$ cat config.mk
export PLATFORM = sky130hd
export DESIGN_NAME = mem_port_arbiter
export DESIGN_NICKNAME = d
export VERILOG_FILES = /design/src/rtl/mem_port_arbiter.sv
export SDC_FILE = /design/constraint.sdc
export NUM_CORES = 1
export LEC_CHECK = 0
export BUFFER_PORTS_ARGS = -buffer_cell sky130_fd_sc_hd__buf_2
export CAP_MARGIN = 40
export CORE_AREA = 2 2 106 108
export DETAILED_ROUTE_END_ITERATION = 8
export DIE_AREA = 0 0 108 110
export PLACE_DENSITY_LB_ADDON = 0.05
export SLEW_MARGIN = 15
export SYNTH_ARGS = -nofsm -noshare
export SYNTH_HDL_FRONTEND = slang
export SYNTH_SLANG_ARGS = --single-unit
$ cat constraint.sdc
create_clock -name clk_i -period 4.95 [get_ports clk_i]
set_input_delay 1.2375 -clock clk_i [delete_from_list [all_inputs] [get_ports clk_i]]
set_output_delay 1.2375 -clock clk_i [all_outputs]
set_load 0.1 [all_outputs]
$ cat src/rtl/mem_port_arbiter.sv
// mem_port_arbiter: shares one fixed-latency single-ported memory between IF fetch and MEM-stage
// data access; MEM stage wins ties unless IF has waited STARVE_MAX consecutive DM grants.
module mem_port_arbiter #(
   parameter int ADDR_W     = 12,
   parameter int DATA_W     = 32,
   parameter int MEM_LAT    = 2,
   parameter int STARVE_MAX = 4
) (
   input  logic              clk_i,
   input  logic              rst_i,
   input  logic              if_req_i,
   input  logic [ADDR_W-1:0] if_addr_i,
   output logic [DATA_W-1:0] if_data_o,
   output logic              if_ack_o,
   output logic              if_stall_o,
   input  logic [1:0]        dm_row_i,
   input  logic [ADDR_W-1:0] dm_addr_i,
   input  logic [DATA_W-1:0] dm_wdata_i,
   output logic [DATA_W-1:0] dm_rdata_o,
   output logic              dm_ack_o,
   output logic              dm_stall_o,
   output logic              mem_en_o,
   output logic              mem_we_o,
   output logic [ADDR_W-1:0] mem_addr_o,
   output logic [DATA_W-1:0] mem_wdata_o,
   input  logic [DATA_W-1:0] mem_rdata_i
);
   localparam int CW = (MEM_LAT > 1) ? $clog2(MEM_LAT) : 1;
   localparam int SW = $clog2(STARVE_MAX + 1);
   localparam logic [SW-1:0] SMAX = SW'(STARVE_MAX);
   typedef enum logic [1:0] {S_IDLE, S_ACCESS, S_RESP} state_t;
   state_t          r_state;
   logic [CW-1:0]   r_cnt;
   logic [SW-1:0]   r_starve;
   logic            r_own_dm;
   logic            w_dm_wr;
   logic            w_dm_req;
   logic            w_grant_dm;
   assign w_dm_wr    = (dm_row_i == 2'b10);
   assign w_dm_req   = (dm_row_i == 2'b01) | w_dm_wr;
   assign w_grant_dm = w_dm_req & (~if_req_i | (r_starve != SMAX));
   assign if_stall_o = if_req_i & ~if_ack_o;
   assign dm_stall_o = w_dm_req & ~dm_ack_o;
   always_ff @(posedge clk_i or posedge rst_i) begin
      if (rst_i) begin
         r_state     <= S_IDLE;
         r_cnt       <= '0;
         r_starve    <= '0;
         r_own_dm    <= 1'b0;
         if_data_o   <= '0;
         if_ack_o    <= 1'b0;
         dm_rdata_o  <= '0;
         dm_ack_o    <= 1'b0;
         mem_en_o    <= 1'b0;
         mem_we_o    <= 1'b0;
         mem_addr_o  <= '0;
         mem_wdata_o <= '0;
      end else begin
         mem_en_o <= 1'b0;
         if_ack_o <= 1'b0;
         dm_ack_o <= 1'b0;
         case (r_state)
            S_IDLE: if (w_dm_req | if_req_i) begin
               r_state     <= S_ACCESS;
               mem_en_o    <= 1'b1;
               r_own_dm    <= w_grant_dm;
               mem_addr_o  <= w_grant_dm ? dm_addr_i : if_addr_i;
               mem_we_o    <= w_grant_dm & w_dm_wr;
               mem_wdata_o <= w_grant_dm ? dm_wdata_i : '0;
               r_cnt       <= CW'(MEM_LAT - 1);
               // a DM win over a waiting IF counts toward the guard; anything else clears it
               r_starve    <= (w_grant_dm & if_req_i) ? ((r_starve == SMAX) ? r_starve : r_starve + SW'(1)) : '0;
            end
            S_ACCESS: if (r_cnt == '0) begin
               r_state <= S_RESP;
               if (!mem_we_o && r_own_dm) dm_rdata_o <= mem_rdata_i;
               if (!mem_we_o && !r_own_dm) if_data_o <= mem_rdata_i;
               if_ack_o <= ~r_own_dm;
               dm_ack_o <= r_own_dm;
            end else begin
               r_cnt <= r_cnt - CW'(1);
            end
            S_RESP:  r_state <= S_IDLE;
            default: r_state <= S_IDLE;
         endcase
      end
   end
endmodule

==> run summary <==
The worst-case headroom to the max-slew limit is 54.0%, and the wire length reported by the detailed router is 10400 µm. The critical path goes through buf_2 -> inv_1 -> ha_1 -> nor2_1 -> buf_2. The layout-stage area growth over the synthesis result is 38.4%. Clock-pin slew was measured on the worst setup and hold paths at 0.06 ns. The flow ran to the end, and the final reports show no timing, DRC or antenna violations. During placement, the flow inserted port buffers numbering 206. Dividing the detail-routed via count by the number of cells gives 4.85. Synthesis inferred 119 register bits. In the finished design, the share of the clock period the worst path needs comes to 69.8%. Startpoint type of the worst setup path: an input pin. Placement row count: 38.

The fraction of final layout cells sized beyond drive strength 1 was 64.7%. TritonCTS built the clock tree. For the pin with the worst max-slew slack, the measured transition is 0.690 ns. The critical path runs through a total of 5 cells. The logs give 3154 for the number of global-route vias before repair and 4 for the number of levels in the clock H-tree. The height of the die was 110 µm.

Ranked by instance count, the synthesized netlist is headed by 119 x sky130_fd_sc_hd__dfrtp_1, 56 x sky130_fd_sc_hd__mux2_2, 33 x sky130_fd_sc_hd__a22o_1, 30 x sky130_fd_sc_hd__mux2_4. The tools report the sum of net half-perimeters after detailed placement as 7230 µm. Gates resized during post-CTS repair numbered 0. The tools report the post-CTS repair timing setup buffer count as 0. The kind of path behind the tightest hold check is flop to flop.

sky130_fd_sc_hd__dfrtp_1 is the most common cell in the netlist. The endpoint class of the critical path was an output port. The startpoint identified for the worst register-to-register timing path is r_state[1]. Setup total negative slack on the finished layout was measured at 0 ns. Setup repair after global routing left no endpoint under its margin. For the post-route DRC violation count, the log shows 0. Global routing used 17.9% of the available tracks across all layers. The number of endpoints with negative hold slack in the final report was 0; the overall die area was 0.0119 mm².

The clock arrives with 0.00754 ns of skew. The worst hold path begins at if_data_o[5]. Synthesis produced a netlist whose cell count is 291.

The maximum single-stage delay on the critical path was 0.43 ns; the sequential area share after synthesis was 63.2%. Synthesis instantiated 28 different standard cells from the library. The detailed router finished its first iteration with 96 violations.

In this design, the critical path's most frequently occurring cell is sky130_fd_sc_hd__buf_2. In this run the remaining antenna-violating nets after routing total 0. In this run the clock root is driven by a sky130_fd_sc_hd__clkbuf_8. After synthesis, the largest area contributor takes up 63.2% of total cell area. The number of cells on the worst reg-to-reg path is 4.

The number of detailed-route iterations in the first pass is 4. The routed design could run at a clock period as short as 3.46 ns. The first global-routing pass estimated 16100 µm of wire. The maximum fanout count along the critical path was 3. The setup check on the worst reg-to-reg path leaves a slack of 2.86 ns. The tools report the data required time of the critical path as 3.71 ns. Cell type group with the largest total delay on the critical path: buffers and inverters. The buffers plus inverters on the worst setup path was 3; the count of endpoints failing setup in the final report was 0. Counting flops with an async set or reset pin after synthesis yields a share of 100%.

Counting flops with a built-in enable in the synthesized netlist gives 0. The average wire per cell in the routed design works out to 15.7 µm. The run gives 0 as the cts-stage hold buffer count. The initial utilization of the core area, before any placement, comes to 44.0%. The cell depth of the worst min-delay path works out to 1. Among all flip-flop cells after synthesis, the most frequent one is sky130_fd_sc_hd__dfrtp_1. For the number of vias after detailed routing, the log shows 3195. Sorting the synthesized cells by area gives the leading types as sky130_fd_sc_hd__dfrtp_1 63%, sky130_fd_sc_hd__mux2_2 13%, sky130_fd_sc_hd__mux2_4 9.6%. The number of maximum-capacitance constraint violations was 0.

The initial antenna violation count is 0, and the source-to-sink clock delay at the later pin of the worst-skew pair is 0.51 ns. The repair_antennas step left the layout with diodes totalling 0. The chip width was 108 µm; the peak clock frequency supported by timing was 289 MHz. The logs give 0.00471 mm² for the mapped cell area and 0 for the total number of yosys warnings. Worst setup path startpoint: dm_row_i[0]. The number of clock buffers added by TritonCTS is 17.

The run gives 207 as the number of top-level pins. The core outline area is 0.0107 mm². Net count of the finished layout: 602. The logs give 0.784 for the final weighted congestion in routability-driven placement and 387 for the net count after synthesis.

A synthesized cell averages 16.2 µm². Among all stages on the critical path, the largest delay is contributed by sky130_fd_sc_hd__buf_2. For the largest buffer count on any clock path, the log shows 2. The library cell occupying the most area in the post-synthesis netlist was sky130_fd_sc_hd__dfrtp_1. The overall overflow remaining after global route is 0, and the maximum number of pins on one net before global-route repair is 57. The total count of max-transition violations in the final report came out at 0. Cells fill 61.0% of the core in the end. The TritonCTS sink count came out at 119. Data on the critical path arrives at its endpoint at 2.22 ns.

The critical path is of the input pin to output port type.
## path summary, 6_finish.rpt
check                                   to
min in group asynchronous  mem_wdata_o[23]
min                           if_data_o[5]
min reg2reg                   if_data_o[5]
max                             dm_stall_o
max in group asynchronous  mem_wdata_o[18]
max reg2reg                  dm_rdata_o[4]
## kinds of logic after synthesis
group | Yosys count | synth area share (%)
flops | 119 | 63.2
buf+inv | 23 | 2.71
simple gates | 17 | 2.52
fa+ha+maj | 3 | 0.797
compound gates | 41 | 7.36
mux | 88 | 23.4
## layout make-up
type	count	area (µm²)
well taps	140	175
repair buffers	212	1090
multi-input cells	149	1610
clock inverters	12	199
inverters	7	28.8
flip-flops and latches	119	2980
clock buffers	20	445
fillers	879	4170
## routing by layer
metal  GRT usage [%]  wire [µm]
met1            22.9       4590
met2            27.9       4890
met3            6.35        770
met4            7.33        121
met5               0          0
## worst reg2reg max path, cell delays in order (launching register included)
cell and delay [ns]:
sky130_fd_sc_hd__dfrtp_1 0.39, sky130_fd_sc_hd__or3b_4 0.43, sky130_fd_sc_hd__inv_2 0.10, sky130_fd_sc_hd__nand3b_4 0.53, sky130_fd_sc_hd__mux2_4 0.52
## registers in the layout, summed over array words and instances, names as in the netlist, 2 cells and up
signal       count
dm_rdata_o      32
if_data_o       32
mem_addr_o      12
mem_wdata_o     32
r_starve         3
r_state          2
## per-stage QoR
stage | instances | area [µm²] | worst slack [ns] | hold WS [ns]
3_5_place_dp | 627 | 5880 | 1.49 | 0.471
4_1_cts | 659 | 6520 | 1.49 | 0.485
6_report | 659 | 6520 | 1.49 | 0.483
2_1_floorplan | 291 | 4710 | 0.555 | 0.491
3_3_place_gp | 626 | 5860 | 1.52 | 0.464
5_1_grt | 659 | 6520 | 1.44 | 0.496
## layout by cell type, fill, tap and decap left out, drive strengths merged
master	count
o2bb2ai	1
dfrtp	119
a21oi	1
clkinvlp	4
or3b	1
o21ai	1
nor3	1
nand3b	2
clkinv	3
clkbuf	20
a32o	1
a22o	33
ha	3
and2	2
buf	212
nor2	3
a21o	1
inv	7
bufinv	5
nand2b	1
nand2	4
a31o	1
nor2b	3
mux2	88
a31oi	2
Power is left out: the tool's default activity adds up to more than one toggle a clock period on the data nets, which glitch-free logic cannot reach.
